`src/rtl/demux_8x1_buffered.sv`:
```
// Registered 1-to-8 demultiplexer with valid/ready handshaking.
// Each output channel has a one-entry holding register and a full flag.
module demux_8x1_buffered #(
    parameter int unsigned WIDTH = 8
) (
    input  logic               clk,
    input  logic               rst_n,
    input  logic [WIDTH-1:0]   in_data,
    input  logic [2:0]         selection,
    input  logic               in_valid,
    output logic               in_ready,
    output logic [8*WIDTH-1:0] out_data,
    output logic [7:0]         out_valid,
    input  logic [7:0]         out_ready,
    output logic [3:0]         pending
);

    logic [7:0]       r_full;
    logic [WIDTH-1:0] r_buf [8];
    logic [3:0]       r_pending;

    logic             w_accept;
    logic [7:0]       w_drain;
    logic [7:0]       w_full_nxt;
    logic [3:0]       w_pending_nxt;

    // Pass-through acceptance: a full channel that drains this cycle can take a new word.
    assign in_ready = ~r_full[selection] | out_ready[selection];
    assign w_accept = in_valid & in_ready;
    assign w_drain  = r_full & out_ready;

    always_comb begin
        w_full_nxt = r_full & ~w_drain;
        if (w_accept) begin
            w_full_nxt[selection] = 1'b1;
        end
    end

    always_comb begin
        w_pending_nxt = '0;
        for (int unsigned i = 0; i < 8; i++) begin
            if (w_full_nxt[i]) begin
                w_pending_nxt = w_pending_nxt + 4'd1;
            end
        end
    end

    always_ff @(posedge clk or negedge rst_n) begin
        if (!rst_n) begin
            r_full    <= '0;
            r_pending <= '0;
        end else begin
            r_full    <= w_full_nxt;
            r_pending <= w_pending_nxt;
        end
    end

    always_ff @(posedge clk or negedge rst_n) begin
        if (!rst_n) begin
            for (int unsigned i = 0; i < 8; i++) begin
                r_buf[i] <= '0;
            end
        end else if (w_accept) begin
            r_buf[selection] <= in_data;
        end
    end

    for (genvar g = 0; g < 8; g++) begin : g_out
        assign out_data[g*WIDTH +: WIDTH] = r_buf[g];
    end

    assign out_valid = r_full;
    assign pending   = r_pending;

endmodule

```
`config.mk`:
```
export PLATFORM = sky130hd
export DESIGN_NAME = demux_8x1_buffered
export DESIGN_NICKNAME = d
export VERILOG_FILES = /design/src/rtl/demux_8x1_buffered.sv
export SDC_FILE = /design/constraint.sdc
export NUM_CORES = 1
export LEC_CHECK = 0
export BUFFER_PORTS_ARGS = -buffer_cell sky130_fd_sc_hd__buf_4
export CELL_PAD_IN_SITES_DETAIL_PLACEMENT = 1
export CELL_PAD_IN_SITES_GLOBAL_PLACEMENT = 1
export CORE_ASPECT_RATIO = 1.5
export CORE_MARGIN = 8
export CORE_UTILIZATION = 43
export CTS_BUF_LIST = sky130_fd_sc_hd__clkbuf_4 sky130_fd_sc_hd__clkbuf_8
export CTS_CLUSTER_SIZE = 16
export DETAILED_ROUTE_END_ITERATION = 16
export GPL_TIMING_DRIVEN = 1
export PLACE_DENSITY = 0.79
export SYNTH_ARGS = -nofsm -noshare
export SYNTH_HDL_FRONTEND = slang
export SYNTH_SLANG_ARGS = --single-unit
export TNS_END_PERCENT = 30
```
`constraint.sdc`:
```
create_clock -name clk -period 5.1 [get_ports clk]
set_clock_uncertainty 0.2 [all_clocks]
set_input_delay 1.02 -clock clk [delete_from_list [all_inputs] [get_ports clk]]
set_output_delay 1.02 -clock clk [all_outputs]
set_load 0.005 [all_outputs]
```
==> results of run 1 <==
cells in the mapped netlist, types with 2 or more instances:
master | count | share of area
or3_1 | 2 | 0.0035
nor2b_1 | 3 | 0.0052
mux2i_1 | 9 | 0.025
dfrtp_1 | 76 | 0.53
ha_1 | 6 | 0.021
nand3_1 | 3 | 0.0042
nand2_1 | 15 | 0.016
and2_1 | 3 | 0.0052
o22ai_2 | 2 | 0.0070
xor2_1 | 4 | 0.0097
nor2_1 | 3 | 0.0031
mux2_2 | 67 | 0.21
buf_6 | 4 | 0.013
clkbuf_1 | 2 | 0.0021
a21oi_1 | 3 | 0.0042
inv_1 | 13 | 0.014
nand4_1 | 3 | 0.0052
o211a_1 | 2 | 0.0056
xnor2_2 | 2 | 0.0090
xnor2_1 | 7 | 0.017
o21ai_0 | 3 | 0.0042
o32ai_2 | 2 | 0.0090
nand2b_1 | 8 | 0.014
sequential cells by signal, summed over array words and instances (netlist names):
register   cells
out_data      64
out_valid      8
pending        4
area by class of cell:
class	instances	area [µm²]
fill	856	3568
clock buffer	9	123.9
clock inverter	5	78.83
multi-input combinational	169	1582
tap	107	133.9
sequential	76	1902
timing repair buffer	109	818.3
inverter	14	52.55
layer usage:
| metal | up-vias | GRT usage |
|---|---|---|
| met2 | 67 | 0.3267 |
| met1 | 1313 | 0.1868 |
| li1 | 1164 | - |
| met5 | - | 0 |
| met4 | 0 | 0.06102 |
| met3 | 12 | 0.07034 |
placed cells by master (no fill, tap or decap), drive strengths merged, types with 4 or more instances in the layout:
cell and count:
a21oi 4, buf 109, clkbuf 9, dfrtp 76, ha 6, inv 14
mux2 68, mux2i 9, nand2 16, nand2b 8, nand4 4, o21ai 5
xnor2 9, xor2 4
power by group:
group          switching (mW)  total, mW  internal (mW)
logic                   0.212      0.535          0.323
registers              0.0809      0.822          0.741
clock network           0.210      0.480          0.269
total                   0.503       1.84           1.33
metrics by stage:
stage	setup WS, ns	TNS (ns)	utilization	power [mW]	hold WS [ns]
2_1_floorplan	0.01453	0	-	1.036	0.3041
3_3_place_gp	0.06636	0	0.5426	1.352	0.2906
3_5_place_dp	-0.1117	-0.1514	0.5426	1.379	0.2988
4_1_cts	0.2430	0	0.5672	1.871	0.3161
5_1_grt	0.07669	0	0.5679	1.942	0.3333
6_report	0.3103	0	0.5679	1.837	0.3115
cells by family (layout without fill, tap and decap cells):
logic type      count (synthesis)  in the layout  synth area share
compound gates                 24             24           0.06196
xor+xnor                       14             14           0.04281
fa+ha+maj                       6              6           0.02088
buf+inv                        22            137           0.03272
flops                          76             76            0.5291
mux                            77             77            0.2391
simple gates                   48             48           0.07344
critical path, delay by kind of cell:
| kind | cells | cell delay, ns |
|---|---|---|
| compound gates | 1 | 0.18 |
| xor+xnor | 3 | 0.51 |
| fa+ha+maj | 6 | 1.63 |
| buf+inv | 2 | 0.22 |
| mux | 3 | 0.74 |
| simple gates | 4 | 0.56 |
worst paths after layout:
kind	to	from	cells after the start
hold reg to reg	out_data[2]$_DFFE_PN0P_	out_data[2]$_DFFE_PN0P_	1
setup reg to reg	pending[2]$_DFF_PN0_	out_valid[5]$_DFF_PN0_	19
setup / recovery	pending[2]$_DFF_PN0_	selection[2]	19
max in group asynchronous	pending[1]$_DFF_PN0_	rst_n	1
hold / removal	out_data[2]$_DFFE_PN0P_	out_data[2]$_DFFE_PN0P_	1
min in group asynchronous	out_data[4]$_DFFE_PN0P_	rst_n	1
==> results.tsv, run 1 <==
metric	value	unit
antenna_found_initial	0	
worstPathArrival	4.86	ns
wl_per_cell	20.62	µm
fp-row-count	41	
post-dp-hpwl	7.618	mm
start_util	0.4352	
num_vias	2556	
wl	10.08	mm
p_per_area	391.6	nW/µm²
synth_seq_area_share	0.5291	
place.gp.congestion	0.8759	
fp.dieW	90.66	µm
die_area	11600	µm²
clockRootBuffer	clkbuf_8	
rsz0062_at_grt	false	
synth.distinct_cells	48	
drt-pass1-iter-count	3	
drive_gt1_frac	0.5419	
maxCapViolations	0	
cts_setup_buffers	0	
synth_nets	295	
finalSetupViolCount	0	
wl_met3	736	µm
synthArstFlopShare	1.000	
overflow	0	
r2r_slack	0.87	ns
cts_tree	done	
finalNetCount	407	
cts-buffers-inserted	9	
clk_latency	0.34	ns
ys_ff_latch	76	
syn_avg_cell_area	13.46	µm²
syn2layout_area_growth	30.49	%
dr.max_layer_used	met4	
grt_max_degree	77	
start_kind	input port	
stdcell_count	489	
yosys_warnings	0	
crit_path_cell_trace	buf_4 > nor2b_1 > nand2_1 > and2_1 > ha_1 > xnor2_2 > ha_1 > a2bb2oi_2 > ha_1 > mux2_2 > ha_1 > mux2_2 > ha_1 > mux2i_1 > inv_1 > ha_1 > nand2_1 > xor2_1 > xnor2_1	
synthFlopType	dfrtp_1	
netlist_instances	267	
relSlewSlack	0.3624	
cts_buffer_depth	2	
grt_usage	0.1814	
path_common_cell	ha_1	
ir_drop	0.2289	mV
wl_met1	3.690	mm
outcome	complete, no violations	
end_kind	register	
io_pins	99	
cp_max_fo	10	
cts_resized	0	
cts.sink_count	76	
ctsHoldBuffers	0	
p_leak	2.256	nW
slew_viol_final	0	
grt_pass1_vias	2984	
htree_levels	3	
place_inst	475	
ant_nets	0	
clkTransAtPathRegs	0.07	ns
required	5.17	ns
viasPerCell	5.227	
drc_errors	0	
slowest_stage	ha_1	
final_area	4691	µm²
fmax	208.8	MHz
coreArea	8259	µm²
grt_pass1_wl	16.28	mm
netlist_area	3595	µm²
synth-edff-count	0	
worst_pin_slew	0.9563	ns
hold_viol	0	
port-buffer-count	98	
period_share	0.9392	
period_needed	4.790	ns
insertedDiodeCount	0	
drtIter0Drc	69	
die_h	128.0	µm
hold_path_class	register to register	
met2_length	5.530	mm
dpl_cell_area	4482	µm²
critPathKind	input port to register	
cpPeakStageDelay	0.32	ns
Power figures use the tool's default switching activity.
==> run 2, diff against run 1 <==
--- a/config.mk
+++ b/config.mk
@@ -6,11 +6,9 @@
 export NUM_CORES = 1
 export LEC_CHECK = 0
 export BUFFER_PORTS_ARGS = -buffer_cell sky130_fd_sc_hd__buf_4
-export CELL_PAD_IN_SITES_DETAIL_PLACEMENT = 1
-export CELL_PAD_IN_SITES_GLOBAL_PLACEMENT = 1
 export CORE_ASPECT_RATIO = 1.5
 export CORE_MARGIN = 8
-export CORE_UTILIZATION = 43
+export CORE_UTILIZATION = 54
 export CTS_BUF_LIST = sky130_fd_sc_hd__clkbuf_4 sky130_fd_sc_hd__clkbuf_8
 export CTS_CLUSTER_SIZE = 16
 export DETAILED_ROUTE_END_ITERATION = 16
==> constraint.sdc (replaced) <==
create_clock -name clk -period 4.63 [get_ports clk]
set_clock_uncertainty 0.2 [all_clocks]
set_input_delay 0.926 -clock clk [delete_from_list [all_inputs] [get_ports clk]]
set_output_delay 0.926 -clock clk [all_outputs]
set_load 0.005 [all_outputs]
==> run 2 against run 1 <==
  * Routed wire length is 8.8% lower
  * Largest cell class unchanged
  * Final area is 3.3% higher
  * Via count is 2.0% higher
  * Critical path type unchanged
==> results.tsv, run 2 (synthesis gave the netlist of run 1 again) <==
metric	value	unit	change
period_share	0.9572		
hold_viol	0		unchanged
grt_usage	0.2017		was 0.1814
r2r_slack	0.60	ns	was 0.87 ns
critPathKind	input port to register		unchanged
hold_depth	1		unchanged
wl	9.198	mm	was 10.08 mm
hold_start	out_data[27]$_DFFE_PN0P_		was out_data[2]$_DFFE_PN0P_
period_needed	4.432	ns	
final.setup.tns	0	ns	unchanged
maxCapViolations	0		unchanged
place.gp.congestion	0.8792		was 0.8759
cts_resized	0		unchanged
cts_setup_buffers	0		unchanged
insertedDiodeCount	0		unchanged
antenna_found_initial	0		unchanged
port-buffer-count	98		unchanged
clkTransAtPathRegs	0.07	ns	about the same
cts_tree	done		unchanged
cts_buffer_depth	2		unchanged
htree_levels	3		unchanged
worst_slack	0.1983	ns	was 0.3103 ns
overflow	0		unchanged
start_util	0.5542		was 0.4352
start_kind	input port		unchanged
clk_latency	0.35	ns	was 0.34 ns
outcome	complete, no violations		unchanged
num_vias	2607		was 2556
cp_max_fo	12		was 10
die_h	115.9	µm	was 128.0 µm
finalNetCount	422		was 407
die_area	9577	µm²	was 11600 µm²
clockRootBuffer	clkbuf_8		unchanged
ff2ff_path_depth	16		was 19
min_to	out_data[27]$_DFFE_PN0P_		was out_data[2]$_DFFE_PN0P_
place_ws	-0.1496	ns	was -0.1117 ns
hold_path_class	register to register		unchanged
slew_viol_final	0		unchanged
wl_per_cell	19.36	µm	was 20.62 µm
cts-buffers-inserted	9		unchanged
io_pins	99		unchanged
viasPerCell	5.488		was 5.227
drive_gt1_frac	0.5789		was 0.5419
reg2reg_to	pending[3]$_DFF_PN0_		was pending[2]$_DFF_PN0_
final_area	4847	µm²	was 4691 µm²
grt_pass1_vias	2872		was 2984
worst_pin_slew	0.9393	ns	was 0.9563 ns
p_per_area	427.7	nW/µm²	was 391.6 nW/µm²
drt-pass1-iter-count	4		was 3
grt_max_degree	77		unchanged
worstSetupStartpoint	selection[1]		was selection[2]
ant_nets	0		unchanged
fp-row-count	36		was 41
post-dp-hpwl	6.776	mm	was 7.618 mm
fp.dieW	82.62	µm	was 90.66 µm
final_cell_mix	124 x buf_4, 76 x dfrtp_1, 65 x mux2_2		was 109 x buf_4, 76 x dfrtp_1, 67 x mux2_2
end_kind	register		unchanged
drtIter0Drc	97		was 69
finalSetupViolCount	0		unchanged
p_total	2.073	mW	was 1.837 mW
fmax	225.6	MHz	
p_leak	2.344	nW	was 2.256 nW
largest_reg_flops	64		unchanged
ir_drop	0.3795	mV	was 0.2289 mV
worstPathArrival	4.51	ns	was 4.86 ns
syn2layout_area_growth	34.84	%	was 30.49%
final_util	0.7473		was 0.5679
final_common_cell	buf_4		unchanged
drc_errors	0		unchanged
required	4.70	ns	was 5.17 ns
grt_pass1_wl	14.35	mm	was 16.28 mm
coreArea	6486	µm²	was 8259 µm²
ctsHoldBuffers	0		unchanged
r2r-start	out_valid[3]$_DFF_PN0_		was out_valid[5]$_DFF_PN0_
relSlewSlack	0.3738		was 0.3624
cts.sink_count	76		unchanged
rsz0062_at_grt	false		unchanged
dpl_cell_area	4627	µm²	was 4482 µm²
[run 2: cell types whose count changed in the layout (fill, tap and decap cells not counted), sizes merged]
cell,delta
buf,+15
clkbuf,+3
clkinv,-1
[run 2: cell type report]
class	count	area, µm²
clock buffer	12	146.4
multi-input combinational	169	1647
timing repair buffer	124	930.9
sequential	76	1902
tap	76	95.09
fill	471	1639
clock inverter	4	73.82
inverter	14	52.55
[run 2: how the worst max path moves through the flow]
stage                           endpoint  slack, ns  cells after the start
finish              pending[3]$_DFF_PN0_       0.20                     17
global route        pending[2]$_DFF_PN0_       0.04                     20
CTS                 pending[3]$_DFF_PN0_       0.23                     17
detailed placement  pending[3]$_DFF_PN0_      -0.15                     17
global placement    pending[3]$_DFF_PN0_     -0.003                     17
floorplan           pending[2]$_DFF_PN0_      -0.06                     20
[run 2: critical path, stage by stage]
cell and delay [ns]:
buf_4 0.17, mux2i_1 0.32, o32ai_2 0.14, o22ai_2 0.21
o21bai_4 0.15, nand2_1 0.06, nand3_1 0.08, ha_1 0.25
a2bb2oi_2 0.15, ha_1 0.31, mux2_4 0.28, ha_4 0.15
a21boi_0 0.14, xor3_2 0.46, or3_1 0.34, a211oi_2 0.21
xor2_1 0.16
[run 2: power breakdown]
part,total (mW),internal [mW],switching [mW]
clock network,0.557,0.322,0.235
registers,0.903,0.816,0.0868
logic,0.613,0.378,0.234
total,2.07,1.52,0.557
[run 2: metal layers]
layer,up-vias,share of wire,GRT usage
li1,1195,-,-
met1,1311,0.37,0.2096
met2,83,0.53,0.3408
met5,-,0,0
met3,18,0.071,0.07453
met4,0,0.029,0.1052
[run 2: metrics by stage]
| stage | cells | hold WS [ns] |
|---|---|---|
| final | 475 | 0.3093 |
| after CTS | 475 | 0.3133 |
| after floorplan | 267 | 0.3041 |
| after detailed placement | 459 | 0.2965 |
| after global placement | 459 | 0.2887 |
| after global routing | 475 | 0.3186 |
